$ cat src/rtl/alu_pkg.sv
// Shared ALU definitions: opcodes, datapath width and multiply sequencer states.
package alu_pkg;

    localparam int WIDTH  = 16;
    localparam int ITER_W = 4;

    localparam logic [3:0] ALU_ADD = 4'b0000;
    localparam logic [3:0] ALU_AND = 4'b0001;
    localparam logic [3:0] ALU_OR  = 4'b0010;
    localparam logic [3:0] ALU_SLT = 4'b0011;
    localparam logic [3:0] ALU_SUB = 4'b0100;
    localparam logic [3:0] ALU_SLL = 4'b0101;
    localparam logic [3:0] ALU_SRL = 4'b0110;
    localparam logic [3:0] ALU_BNE = 4'b0111;

    typedef enum logic [2:0] {
        S_IDLE,
        S_ADD,
        S_SHL,
        S_SHR,
        S_DONE
    } seq_state_t;

endpackage

$ cat src/rtl/alu_mult_sequencer.sv
// Shift-and-add 16x16 multiplier (low half) driving the shared ALU.
// Define MULT_EARLY_EXIT_EN to stop once the remaining multiplier is zero.
module alu_mult_sequencer
    import alu_pkg::*;
(
    input  logic             clk,
    input  logic             reset_n,
    input  logic             start,
    input  logic [WIDTH-1:0] mcand_in,
    input  logic [WIDTH-1:0] mplier_in,
    output logic [WIDTH-1:0] alu_a,
    output logic [WIDTH-1:0] alu_b,
    output logic [3:0]       alu_op,
    input  logic [WIDTH-1:0] alu_result,
    input  logic             alu_zero,
    output logic             busy,
    output logic             done,
    output logic [WIDTH-1:0] product
);

    localparam logic [ITER_W-1:0] ITER_LAST = '1;

    seq_state_t        state, state_nx;
    logic [WIDTH-1:0]  acc, acc_nx;
    logic [WIDTH-1:0]  mcand, mcand_nx;
    logic [WIDTH-1:0]  mplier, mplier_nx;
    logic [ITER_W-1:0] iter, iter_nx;
    logic              finish;

`ifdef MULT_EARLY_EXIT_EN
    assign finish = alu_zero || (iter == ITER_LAST);
`else
    logic unused_zero;
    assign unused_zero = alu_zero;
    assign finish      = (iter == ITER_LAST);
`endif

    always_ff @(posedge clk or negedge reset_n) begin
        if (!reset_n) begin
            state  <= S_IDLE;
            acc    <= '0;
            mcand  <= '0;
            mplier <= '0;
            iter   <= '0;
        end else begin
            state  <= state_nx;
            acc    <= acc_nx;
            mcand  <= mcand_nx;
            mplier <= mplier_nx;
            iter   <= iter_nx;
        end
    end

    always_comb begin
        state_nx  = state;
        acc_nx    = acc;
        mcand_nx  = mcand;
        mplier_nx = mplier;
        iter_nx   = iter;
        alu_op    = ALU_ADD;
        alu_a     = '0;
        alu_b     = '0;
        unique case (state)
            S_IDLE: begin
                if (start) begin
                    acc_nx    = '0;
                    mcand_nx  = mcand_in;
                    mplier_nx = mplier_in;
                    iter_nx   = '0;
                    state_nx  = mplier_in[0] ? S_ADD : S_SHL;
                end
            end
            S_ADD: begin
                alu_a    = acc;
                alu_b    = mcand;
                acc_nx   = alu_result;
                state_nx = S_SHL;
            end
            S_SHL: begin
                alu_op   = ALU_SLL;
                alu_b    = mcand;
                mcand_nx = alu_result;
                state_nx = S_SHR;
            end
            S_SHR: begin
                alu_op    = ALU_SRL;
                alu_b     = mplier;
                mplier_nx = alu_result;
                if (finish) begin
                    state_nx = S_DONE;
                end else begin
                    iter_nx  = iter + 1'b1;
                    state_nx = alu_result[0] ? S_ADD : S_SHL;
                end
            end
            S_DONE:  state_nx = S_IDLE;
            default: state_nx = S_IDLE;
        endcase
    end

    assign busy    = (state == S_ADD) || (state == S_SHL) || (state == S_SHR);
    assign done    = (state == S_DONE);
    assign product = acc;

endmodule
$ cat config.mk
export PLATFORM = sky130hd
export DESIGN_NAME = alu_mult_sequencer
export DESIGN_NICKNAME = d
export VERILOG_FILES = /design/src/rtl/alu_pkg.sv /design/src/rtl/alu_mult_sequencer.sv
export SDC_FILE = /design/constraint.sdc
export NUM_CORES = 1
export LEC_CHECK = 0
export BUFFER_PORTS_ARGS = -buffer_cell sky130_fd_sc_hd__buf_2
export CAP_MARGIN = 5
export CORE_UTILIZATION = 30
export CTS_CLUSTER_DIAMETER = 100
export DETAILED_ROUTE_END_ITERATION = 8
export GPL_TIMING_DRIVEN = 0
export PLACE_DENSITY = 0.66
export SLEW_MARGIN = 20
export SYNTH_ARGS = -nofsm -noshare
export SYNTH_HDL_FRONTEND = slang
export SYNTH_SLANG_ARGS = --single-unit
$ cat constraint.sdc
create_clock -name clk -period 1.7 [get_ports clk]
set_input_delay 0.51 -clock clk [delete_from_list [all_inputs] [get_ports clk]]
set_output_delay 0.51 -clock clk [all_outputs]
set_load 0.01 [all_outputs]
Yosys cells after proc, flatten, opt, wreduce, memory -nomap -nowiden:

Index checks and enable logic that the tools add are counted.

* flip-flop bits (word level): 55
* bits of input ports: 52

* add/subtract/negate cells: 1
* equal/unequal tests: 7
* muxes and demuxes: 17
* reductions and logical operators: 11

Operators by type and width (count)
* $pmux 16 s2: 4
* $mux 16: 4
* $pmux 3 s4: 1
* $mux 4: 2
* $pmux 4 s2: 1
* $eq 3x2->1 const B: 2
* $mux 3: 2
* $pmux 3 s2: 1
* $reduce_and 2->1: 3
* $reduce_bool 2->1: 3
* $add 4x1->4 const B: 1
* $eq 4x4->1 const B: 1
* $mux 2: 2
* $ne 2x2->1 const B: 2
* $eq 3x1->1 const B: 1
* $eq 3x3->1 const B: 1
* $logic_not 3->1: 1
* $reduce_and 3->1: 1
* $logic_or 1x1->1: 2
* $reduce_or 2->1: 1

Depth between registers and ports, before layout:

Gate-level depths: netlist of the first run.

* word-level depth: 3
* depth in mapped cells: 6

Worst setup path after synthesis of the first run:

OpenSTA, ideal clock, no wires.

* path type: reg-to-output
* start: reg state[1]
* end: out alu_b[0]
* arrival time: 1295 ps
* data required time: 1190 ps
* path slack: -105 ps
* stages on the path, launching flop included: 6
* path buffers: 2
* path through: dfrtp_1 buf_6 xnor2_1 nor2_1 buf_2 a22o_1

* cells in the longest elaborated chain, start to end: 3
* elaborated cells between the ends (all ways): 5
* classes of those cells: eq/ne (3); mux (1); reduce/logical (1)

Ends and longest elaborated chain
* start: declaration: line alu_mult_sequencer.sv:23 `seq_state_t state, state_nx;`
* start signal: assignment: line alu_mult_sequencer.sv:46 `state <= state_nx;`
* $eq 3x1->1 or $eq 3x2->1 (tied branches): line alu_mult_sequencer.sv:63 `unique case (state)`
* $reduce_or 2->1 (no source line)
* $pmux 16 s2 *: line alu_mult_sequencer.sv:63
* end: declaration: line alu_mult_sequencer.sv:12 `output logic [WIDTH-1:0] alu_b,`

Every way passes the cells marked *; elsewhere a longest branch is shown, timed or not.

Final worst setup path of the first run:

* start: reg state[1]
* end: out alu_b[10]

Same word-level chain as after synthesis.

==> qor.yml, run 1 <==
status: "complete, but fails checks"
violations: "negative setup slack"
dr_total_vias: 2991
clockBufferDepth: 2
rsz0062_at_grt: "true"
grt_pass1_vias: 2852
io_pins: 106
final_common_cell: "buf_2"
drv_slew: 0
ys_ff_latch: 55
worst-endpoint-arrival_ns: 1.66
yosysSeqAreaShare: 0.492
critPathRequiredTime_ns: 1.19
r2r-start: "state[1]$_DFFE_PN0P_"
p_int_mw: 5.21
slowest_stage: "dfrtp_1"
fin_tns_setup_ns: -17.40
cts_buffers: 5
overflow: 0
rows: 34
areaGrowthSynthToFinish_pct: 60.1
p_leak_nw: 2.21
ys_types: 33
yosys_warnings: 0
fp.dieH_um: 98.6
grt_pass1_wl_um: 15000
grt.total_usage: 0.203
drive_gt1_frac: 0.525
ys.flop_type: "dfrtp_1"
antenna_found_initial: 0
irDropWorstVdd_uv: 679
io_buffers: 103
fin_ws_ns: -0.468
r2r_slack_ns: -0.17
initial_core_util: 0.315
powerDensity_nw_per_um2: 2050
crit_fanout: 10
via_per_inst: 5.38
postCtsHoldBufs: 0
min_path_type: "input port to asynchronous set/reset pin"
dp.cells: 513
cp-end-kind: "output port"
synth-async-reset-ratio: 1.00
p_sw_frac: 0.432
first_pass_iters: 5
cts-root-buf: "clkbuf_8"
synth_nets: 355
dieArea_um2: 9720
path_cells: "buf_6 -> nand3b_1 -> inv_2 -> buf_8 -> a22o_1 -> buf_2"
drv_cap: 0
drtIter0Drc: 207
layout_common_cells: "92 x buf_2, 55 x dfrtp_1, 35 x nor2_1"
die_w_um: 98.6
cts_sinks: 55
cts_tree: "yes"
synthCells: 302
skew_ns: 0.00350
r2r-end: "iter[2]$_DFFE_PN0P_"
nNetsFinal: 500
critical_path.top_delay_family: "buffers and inverters"
setup_viol: 73
dpl.hpwl_um: 6560
cp_num_buf_inv: 4
final.min_clock_period_ns: 2.17
worst_pin_slew_ns: 0.724
combPwrFrac: 0.655
p_clk_frac: 0.080
switching_power_mw: 3.96
grt_max_degree: 56
finalNonFillerCells: 556
timing_hold_violations_final: 0
post-route-drc-count: 0
worst_setup_path_start_kind: "flop"
syn_area_per_cell_um2: 9.27
cts_htree_levels: 2
syn_area_um2: 2800
cp_slowest_stage_delay_ns: 0.42
core_area_um2: 8890
sequentialPowerShare: 0.265
crit_type: "flop to output port"
relSlewSlack: 0.517
antennaDiodeCount: 0
clock.fmax_mhz: 461
timing.final.crit_share: 1.28
wirelength_um: 10700
clk_latency_ns: 0.32
reg2regPathDepth: 7
cp.depth: 6
ant_nets: 0
post_drt_wl_per_cell_um: 19.3
synth-edff-count: 0
hold_slack_ns: 0.230
gp_congestion: 0.792
path_clk_slew_ns: 0.10
[logic make-up (layout without fill, tap and decap cells)]
family,after synthesis,after routing,synth area share
DFF,55,55,0.492
adders and majority gates,1,1,0.00447
muxes,1,1,0.00357
buffers and inverters,30,175,0.0724
and+or+nand+nor,136,137,0.217
xor gates and xnor gates,2,2,0.00626
other,1,1,0.00134
AOI/OAI and AO/OA,76,76,0.203
[layout make-up]
class / count / area, um^2
sequential: 55 / 1380
tap: 108 / 135
buffer: 25 / 309
clock buffer: 7 / 76.3
fill: 786 / 4410
clock inverter: 1 / 5.00
multi-input combinational: 218 / 1540
timing repair buffer: 140 / 1030
inverter: 2 / 12.5
[state kept, by name, indices dropped and copies added (netlist names)]
name and count:
mplier 16, iter 4, mcand 16, state 3
product 16
[through the flow]
stage | total power [mW] | utilization | worst slack [ns] | cell area (um^2)
after floorplan | 4.92 | - | 0.00969 | 2820
after global placement | 6.39 | 0.390 | -0.463 | 3470
after detailed placement | 6.51 | 0.391 | -0.457 | 3470
after CTS | 7.97 | 0.437 | -0.422 | 3880
after global routing | 9.68 | 0.504 | -0.507 | 4480
final | 9.18 | 0.504 | -0.468 | 4480
[worst max-delay path by stage]
stage	start	endpoint	slack [ns]
after global routing	state[2]$_DFFE_PN0P_	alu_b[0]	-0.51
after CTS	state[2]$_DFFE_PN0P_	alu_b[2]	-0.42
after detailed placement	state[2]$_DFFE_PN0P_	alu_a[5]	-0.46
after floorplan	state[2]$_DFFE_PN0P_	alu_op[0]	0.01
final	state[1]$_DFFE_PN0P_	alu_b[10]	-0.47
after global placement	state[2]$_DFFE_PN0P_	alu_a[5]	-0.46
[cell usage after synthesis (2+ instances only)]
cell / n / area, um^2
nand2_1: 66 / 248
dfrtp_1: 55 / 1380
nor2_1: 39 / 146
a22o_1: 32 / 280
a31oi_1: 32 / 200
and3_1: 17 / 106
buf_2: 8 / 40.0
buf_6: 8 / 90.1
clkbuf_1: 8 / 30.0
nor3_1: 4 / 20.0
nand3_1: 3 / 15.0
a21o_1: 2 / 15.0
a21oi_1: 2 / 10.0
and2_1: 2 / 12.5
buf_4: 2 / 15.0
inv_1: 2 / 7.51
o211ai_2: 2 / 25.0
o21ai_1: 2 / 10.0
xnor2_1: 2 / 17.5
[repair_timing]
action / in CTS / in global routing
gates cloned: 0 / 7
pin swaps: 8 / 70
gates resized for setup: 46 / 98
endpoints found under the hold margin: 0 / 0
setup endpoints to repair: 50 / 80
setup buffers: 19 / 14
[power groups by stage]
stage | Clock, mW | Sequential, mW | Combinational [mW]
after global placement | 0 | 2.28 | 4.11
after global routing | 0.800 | 2.49 | 6.39
after detailed placement | 0 | 2.31 | 4.20
after CTS | 0.734 | 2.29 | 4.95
after floorplan | 0 | 2.29 | 2.63
final | 0.731 | 2.43 | 6.02
[metal layers]
layer  vias up  track usage  part of all wire
met2       167        0.318              0.47
met1      1437        0.281              0.42
li1       1360            -                 -
met5         -            0                 0
met4         0       0.0712             0.031
met3        27       0.0397             0.078
Power figures use the tool's default switching activity.
==> inputs of run 2 (changes only) <==
--- a/config.mk
+++ b/config.mk
@@ -5,7 +5,7 @@
 export SDC_FILE = /design/constraint.sdc
 export NUM_CORES = 1
 export LEC_CHECK = 0
-export BUFFER_PORTS_ARGS = -buffer_cell sky130_fd_sc_hd__buf_2
+export BUFFER_PORTS_ARGS = -buffer_cell sky130_fd_sc_hd__buf_4
 export CAP_MARGIN = 5
 export CORE_UTILIZATION = 30
 export CTS_CLUSTER_DIAMETER = 100
==> qor.yml, run 2 (synthesis gave the netlist of run 1 again) <==
finalNonFillerCells: 550  # was 556
dr_total_vias: 2927  # was 2991
final_util: 0.504  # about the same
via_per_inst: 5.32  # was 5.38
drv_slew: 0  # unchanged
cp_slowest_stage_delay_ns: 0.42  # about the same
cts_htree_levels: 2  # unchanged
initial_core_util: 0.315  # unchanged
timing.final.crit_share: 1.32  # was 1.28
grt_pass1_wl_um: 15000  # unchanged
critical_path.top_delay_family: "buffers and inverters"  # unchanged
setup_viol: 72  # was 73
cp_common_cell: "buf_6"
clk_latency_ns: 0.33  # was 0.32 ns
min_path_type: "input port to asynchronous set/reset pin"  # unchanged
p_leak_nw: 2.21  # about the same
core_area_um2: 8890  # unchanged
hold_slack_ns: 0.232  # was 0.230 ns
cts_tree: "yes"  # unchanged
crit_fanout: 5  # was 10
cts-root-buf: "clkbuf_8"  # unchanged
nFillCells: 815  # was 786
drive_gt1_frac: 0.443  # was 0.525
r2r-start: "state[2]$_DFFE_PN0P_"  # was state[1]$_DFFE_PN0P_
dp.cells: 513  # unchanged
rows: 34  # unchanged
drv_cap: 0  # unchanged
layout_common_cells: "105 x buf_4, 60 x nand2_1, 55 x dfrtp_1"  # was 92 x buf_2, 55 x dfrtp_1, 35 x nor2_1
r2r-end: "mplier[0]$_DFFE_PN0P_"  # was iter[2]$_DFFE_PN0P_
io_pins: 106  # unchanged
dieArea_um2: 9720  # unchanged
worst_pin_slew_ns: 0.736  # was 0.724 ns
timing_hold_violations_final: 0  # unchanged
gp_congestion: 0.794  # was 0.792
grt_pass1_vias: 2733  # was 2852
io_buffers: 103  # unchanged
cts_sinks: 55  # unchanged
grt.total_usage: 0.204  # was 0.203
post_drt_wl_per_cell_um: 19.2  # was 19.3 um
dpl_cell_area_um2: 3730  # was 3470 um^2
rsz0062_at_grt: "true"  # unchanged
path_cells: "buf_6 -> nand3b_1 -> inv_2 -> buf_6 -> buf_6 -> a22o_1 -> buf_6"  # was buf_6 -> nand3b_1 -> inv_2 -> buf_8 -> a22o_1 -> buf_2
powerDensity_nw_per_um2: 2050  # about the same
worst-endpoint-arrival_ns: 1.74  # was 1.66 ns
skew_ns: 0.00802  # was 0.00350 ns
crit_type: "flop to output port"  # unchanged
worst_setup_path_start_kind: "flop"  # unchanged
overflow: 0  # unchanged
irDropWorstVdd_uv: 851  # was 679 uV
grt_max_degree: 56  # unchanged
place_ws_ns: -0.459  # was -0.457 ns
fin_tns_setup_ns: -19.52  # was -17.40 ns
final.min_clock_period_ns: 2.25  # was 2.17 ns
status: "complete, but fails checks"  # unchanged
violations: "negative setup slack"  # unchanged
cp-end-kind: "output port"  # unchanged
relSlewSlack: 0.509  # was 0.517
slowest_stage: "dfrtp_1"  # unchanged
post-route-drc-count: 0  # unchanged
dpl.hpwl_um: 6540  # was 6560 um
first_pass_iters: 5  # unchanged
wirelength_um: 10600  # was 10700 um
critPathRequiredTime_ns: 1.19  # about the same
p_total_mw: 9.19  # was 9.18 mW
nNetsFinal: 495  # was 500
r2r_slack_ns: -0.16  # was -0.17 ns
final_common_cell: "buf_4"  # was buf_2
antenna_found_initial: 0  # unchanged
fp.dieH_um: 98.6  # unchanged
antennaDiodeCount: 0  # unchanged
cp_num_buf_inv: 5  # was 4
die_w_um: 98.6  # unchanged
areaGrowthSynthToFinish_pct: 60.1  # about the same
path_clk_slew_ns: 0.10  # about the same
ant_nets: 0  # unchanged
drtIter0Drc: 167  # was 207
reg2regPathDepth: 6  # was 7
stdcell_area_um2: 4480  # about the same
clockBufferDepth: 2  # unchanged
fin_ws_ns: -0.548  # was -0.468 ns
clock.fmax_mhz: 445  # was 461 MHz
cts_buffers: 5  # unchanged
run 2: power by group:
part / internal [mW] / total [mW] / switching, mW
logic: 3.09 / 5.97 / 2.89
clock network: 0.434 / 0.899 / 0.465
registers: 1.92 / 2.32 / 0.400
run 2: what timing repair did:
action	in CTS	in global routing
buffers inserted	18	9
hold buffers	0	0
gates cloned	0	7
endpoints found under the setup margin	56	81
gates resized for setup	39	60
pin swaps	11	23
run 2: final cells by class:
cell class	count	area (um^2)	area share
clock inverters	1	30.0	0.00670
clock buffers	6	72.6	0.0162
inverters	2	12.5	0.00279
multi-input cells	217	1340	0.299
plain buffers	25	287	0.0639
repair buffers	136	1230	0.274
flip-flops and latches	55	1380	0.307
well taps	108	135	0.0301
run 2: worst max path at each step:
stage,from,end,slack [ns],depth (start not counted)
finish,state[2]$_DFFE_PN0P_,alu_b[6],-0.55,7
global route,state[2]$_DFFE_PN0P_,alu_b[6],-0.61,7
CTS,state[2]$_DFFE_PN0P_,alu_b[13],-0.45,7
detailed placement,state[2]$_DFFE_PN0P_,alu_a[5],-0.46,4
global placement,state[2]$_DFFE_PN0P_,alu_a[5],-0.45,4
floorplan,state[2]$_DFFE_PN0P_,alu_op[0],0.01,5
run 2: routing by layer:
metal | part of all wire | track usage | up-vias
met2 | 0.48 | 0.333 | 132
met4 | 0.021 | 0.0436 | 0
li1 | - | - | 1342
met5 | 0 | 0 | -
met3 | 0.078 | 0.0390 | 19
met1 | 0.42 | 0.283 | 1434
==> inputs of run 3 (changes only) <==
--- a/config.mk
+++ b/config.mk
@@ -11,7 +11,7 @@
 export CTS_CLUSTER_DIAMETER = 100
 export DETAILED_ROUTE_END_ITERATION = 8
 export GPL_TIMING_DRIVEN = 0
-export PLACE_DENSITY = 0.66
+export PLACE_DENSITY = 0.62
 export SLEW_MARGIN = 20
 export SYNTH_ARGS = -nofsm -noshare
 export SYNTH_HDL_FRONTEND = slang
==> qor.yml, run 3 (synthesis gave the netlist of run 1 again) <==
crit_type: "flop to output port"  # unchanged
irDropWorstVdd_uv: 743  # was 851 uV
layout_common_cells: "116 x buf_4, 58 x nand2_1, 55 x dfrtp_1"  # was 105 x buf_4, 60 x nand2_1, 55 x dfrtp_1
overflow: 0  # unchanged
drv_cap: 0  # unchanged
setup_viol: 65  # was 72
r2r_slack_ns: -0.13  # was -0.16 ns
post-route-drc-count: 0  # unchanged
worst-endpoint-arrival_ns: 1.68  # was 1.74 ns
timing.final.crit_share: 1.29  # was 1.32
relSlewSlack: 0.525  # was 0.509
violations: "negative setup slack"  # unchanged
status: "complete, but fails checks"  # unchanged
cts_tree: "yes"  # unchanged
timing_hold_violations_final: 0  # unchanged
antenna_found_initial: 1  # was 0
p_leak_nw: 2.14  # was 2.21 nW
nNetsFinal: 484  # was 495
dpl.hpwl_um: 6610  # was 6540 um
clockBufferDepth: 2  # unchanged
first_pass_iters: 4  # was 5
crit_fanout: 10  # was 5
postCtsHoldBufs: 0  # unchanged
final.min_clock_period_ns: 2.19  # was 2.25 ns
p_sw_frac: 0.416  # was 0.408
cts_sinks: 55  # unchanged
initial_core_util: 0.315  # unchanged
via_per_inst: 5.23  # was 5.32
die_w_um: 98.6  # unchanged
path_clk_slew_ns: 0.10  # about the same
p_int_mw: 4.98  # was 5.44 mW
drtIter0Drc: 128  # was 167
cts-root-buf: "clkbuf_8"  # unchanged
io_buffers: 103  # unchanged
cp-end-kind: "output port"  # unchanged
grt.total_usage: 0.208  # was 0.204
ant_nets: 0  # unchanged
dr_total_vias: 2831  # was 2927
skew_ns: 0.0123  # was 0.00802 ns
drive_gt1_frac: 0.412  # was 0.443
grt_max_degree: 56  # unchanged
cts_htree_levels: 2  # unchanged
wirelength_um: 9830  # was 10600 um
combPwrFrac: 0.636  # was 0.650
clk_latency_ns: 0.32  # was 0.33 ns
rows: 34  # unchanged
min_path_type: "input port to asynchronous set/reset pin"  # unchanged
p_total_mw: 8.54  # was 9.19 mW
worst_pin_slew_ns: 0.712  # was 0.736 ns
clock.fmax_mhz: 456  # was 445 MHz
grt_pass1_wl_um: 15500  # was 15000 um
final_common_cell: "buf_4"  # unchanged
dieArea_um2: 9720  # unchanged
io_pins: 106  # unchanged
powerDensity_nw_per_um2: 2040  # was 2050 nW/um^2
switching_power_mw: 3.55  # was 3.75 mW
drv_slew: 0  # unchanged
final_util: 0.471  # was 0.504
p_clk_frac: 0.092  # was 0.098
rsz0062_at_grt: "true"  # unchanged
place_ws_ns: -0.490  # was -0.459 ns
post_drt_wl_per_cell_um: 18.2  # was 19.2 um
grt_pass1_vias: 2855  # was 2733
cts_buffers: 5  # unchanged
nFillCells: 849  # was 815
areaGrowthSynthToFinish_pct: 49.6  # was 60.1%
sequentialPowerShare: 0.272  # was 0.252
fp.dieH_um: 98.6  # unchanged
gp_congestion: 0.792  # was 0.794
fin_ws_ns: -0.493  # was -0.548 ns
critPathRequiredTime_ns: 1.19  # about the same
worst_setup_path_start_kind: "flop"  # unchanged
core_area_um2: 8890  # unchanged
[run 3: cell count changes in the layout (fill, tap and decap cells not counted), sizes merged]
cell and delta:
buf -11, bufbuf +2, bufinv -1, clkbuf -1, clkinv +1, diode +1
[run 3: worst paths after layout]
path,from,end,cells past startpoint
max,state[2]$_DFFE_PN0P_,alu_b[1],6
max reg2reg,state[1]$_DFFE_PN0P_,mcand[9]$_DFFE_PN0P_,6
max in group asynchronous,reset_n,iter[1]$_DFFE_PN0P_,1
min in group clk,alu_result[8],product[8]$_DFFE_PN0P_,2
min,reset_n,product[15]$_DFFE_PN0P_,1
min reg2reg,product[4]$_DFFE_PN0P_,product[4]$_DFFE_PN0P_,1
[run 3: power groups by stage]
stage	Combinational [mW]	Clock, mW	Sequential, mW
after CTS	5.24	0.795	2.30
after floorplan	2.63	0	2.29
final	5.43	0.785	2.32
after detailed placement	4.62	0	2.32
after global routing	5.84	0.839	2.39
after global placement	4.55	0	2.29
[run 3: final cells by class]
type,instances,area (um^2),share of cell area
sequential,55,1380,0.329
multi-input combinational,217,1290,0.307
timing repair buffer,125,1020,0.244
buffer,25,256,0.0612
tap,108,135,0.0323
clock buffer,7,86.3,0.0206
inverter,2,12.5,0.00299
clock inverter,1,8.76,0.00209
antenna,1,2.50,0.000598
[run 3: through the flow]
step                area (um^2)  hold slack [ns]  setup TNS (ns)  std cells
floorplan                  2820            0.214               0        302
global placement           3730            0.503          -11.73        513
detailed placement         3730            0.507          -12.05        513
CTS                        4110            0.263          -15.70        538
global route               4190            0.296          -19.07        541
finish                     4190            0.241          -14.92        541
[run 3: routing by layer]
| layer | routed length [um] | GRT usage | vias to the layer above | share of wire |
|---|---|---|---|---|
| li1 | - | - | 1328 | - |
| met2 | 4620 | 0.325 | 124 | 0.47 |
| met3 | 656 | 0.0340 | 16 | 0.067 |
| met1 | 4360 | 0.293 | 1363 | 0.44 |
| met5 | 0 | 0 | - | 0 |
| met4 | 195 | 0.0746 | 0 | 0.020 |
[run 3: worst max-delay path: stages, from the launching register on]
cell and delay, ns:
dfrtp_1 0.42, buf_6 0.14, nand3b_1 0.21, inv_2 0.13, buf_8 0.15, a22o_1 0.18
buf_4 0.13
[run 3: timing repair]
item / CTS / global route
gates cloned: 2 / 0
endpoints found under the setup margin: 56 / 80
setup buffers: 18 / 2
resized for setup: 32 / 17
pin swaps: 19 / 7
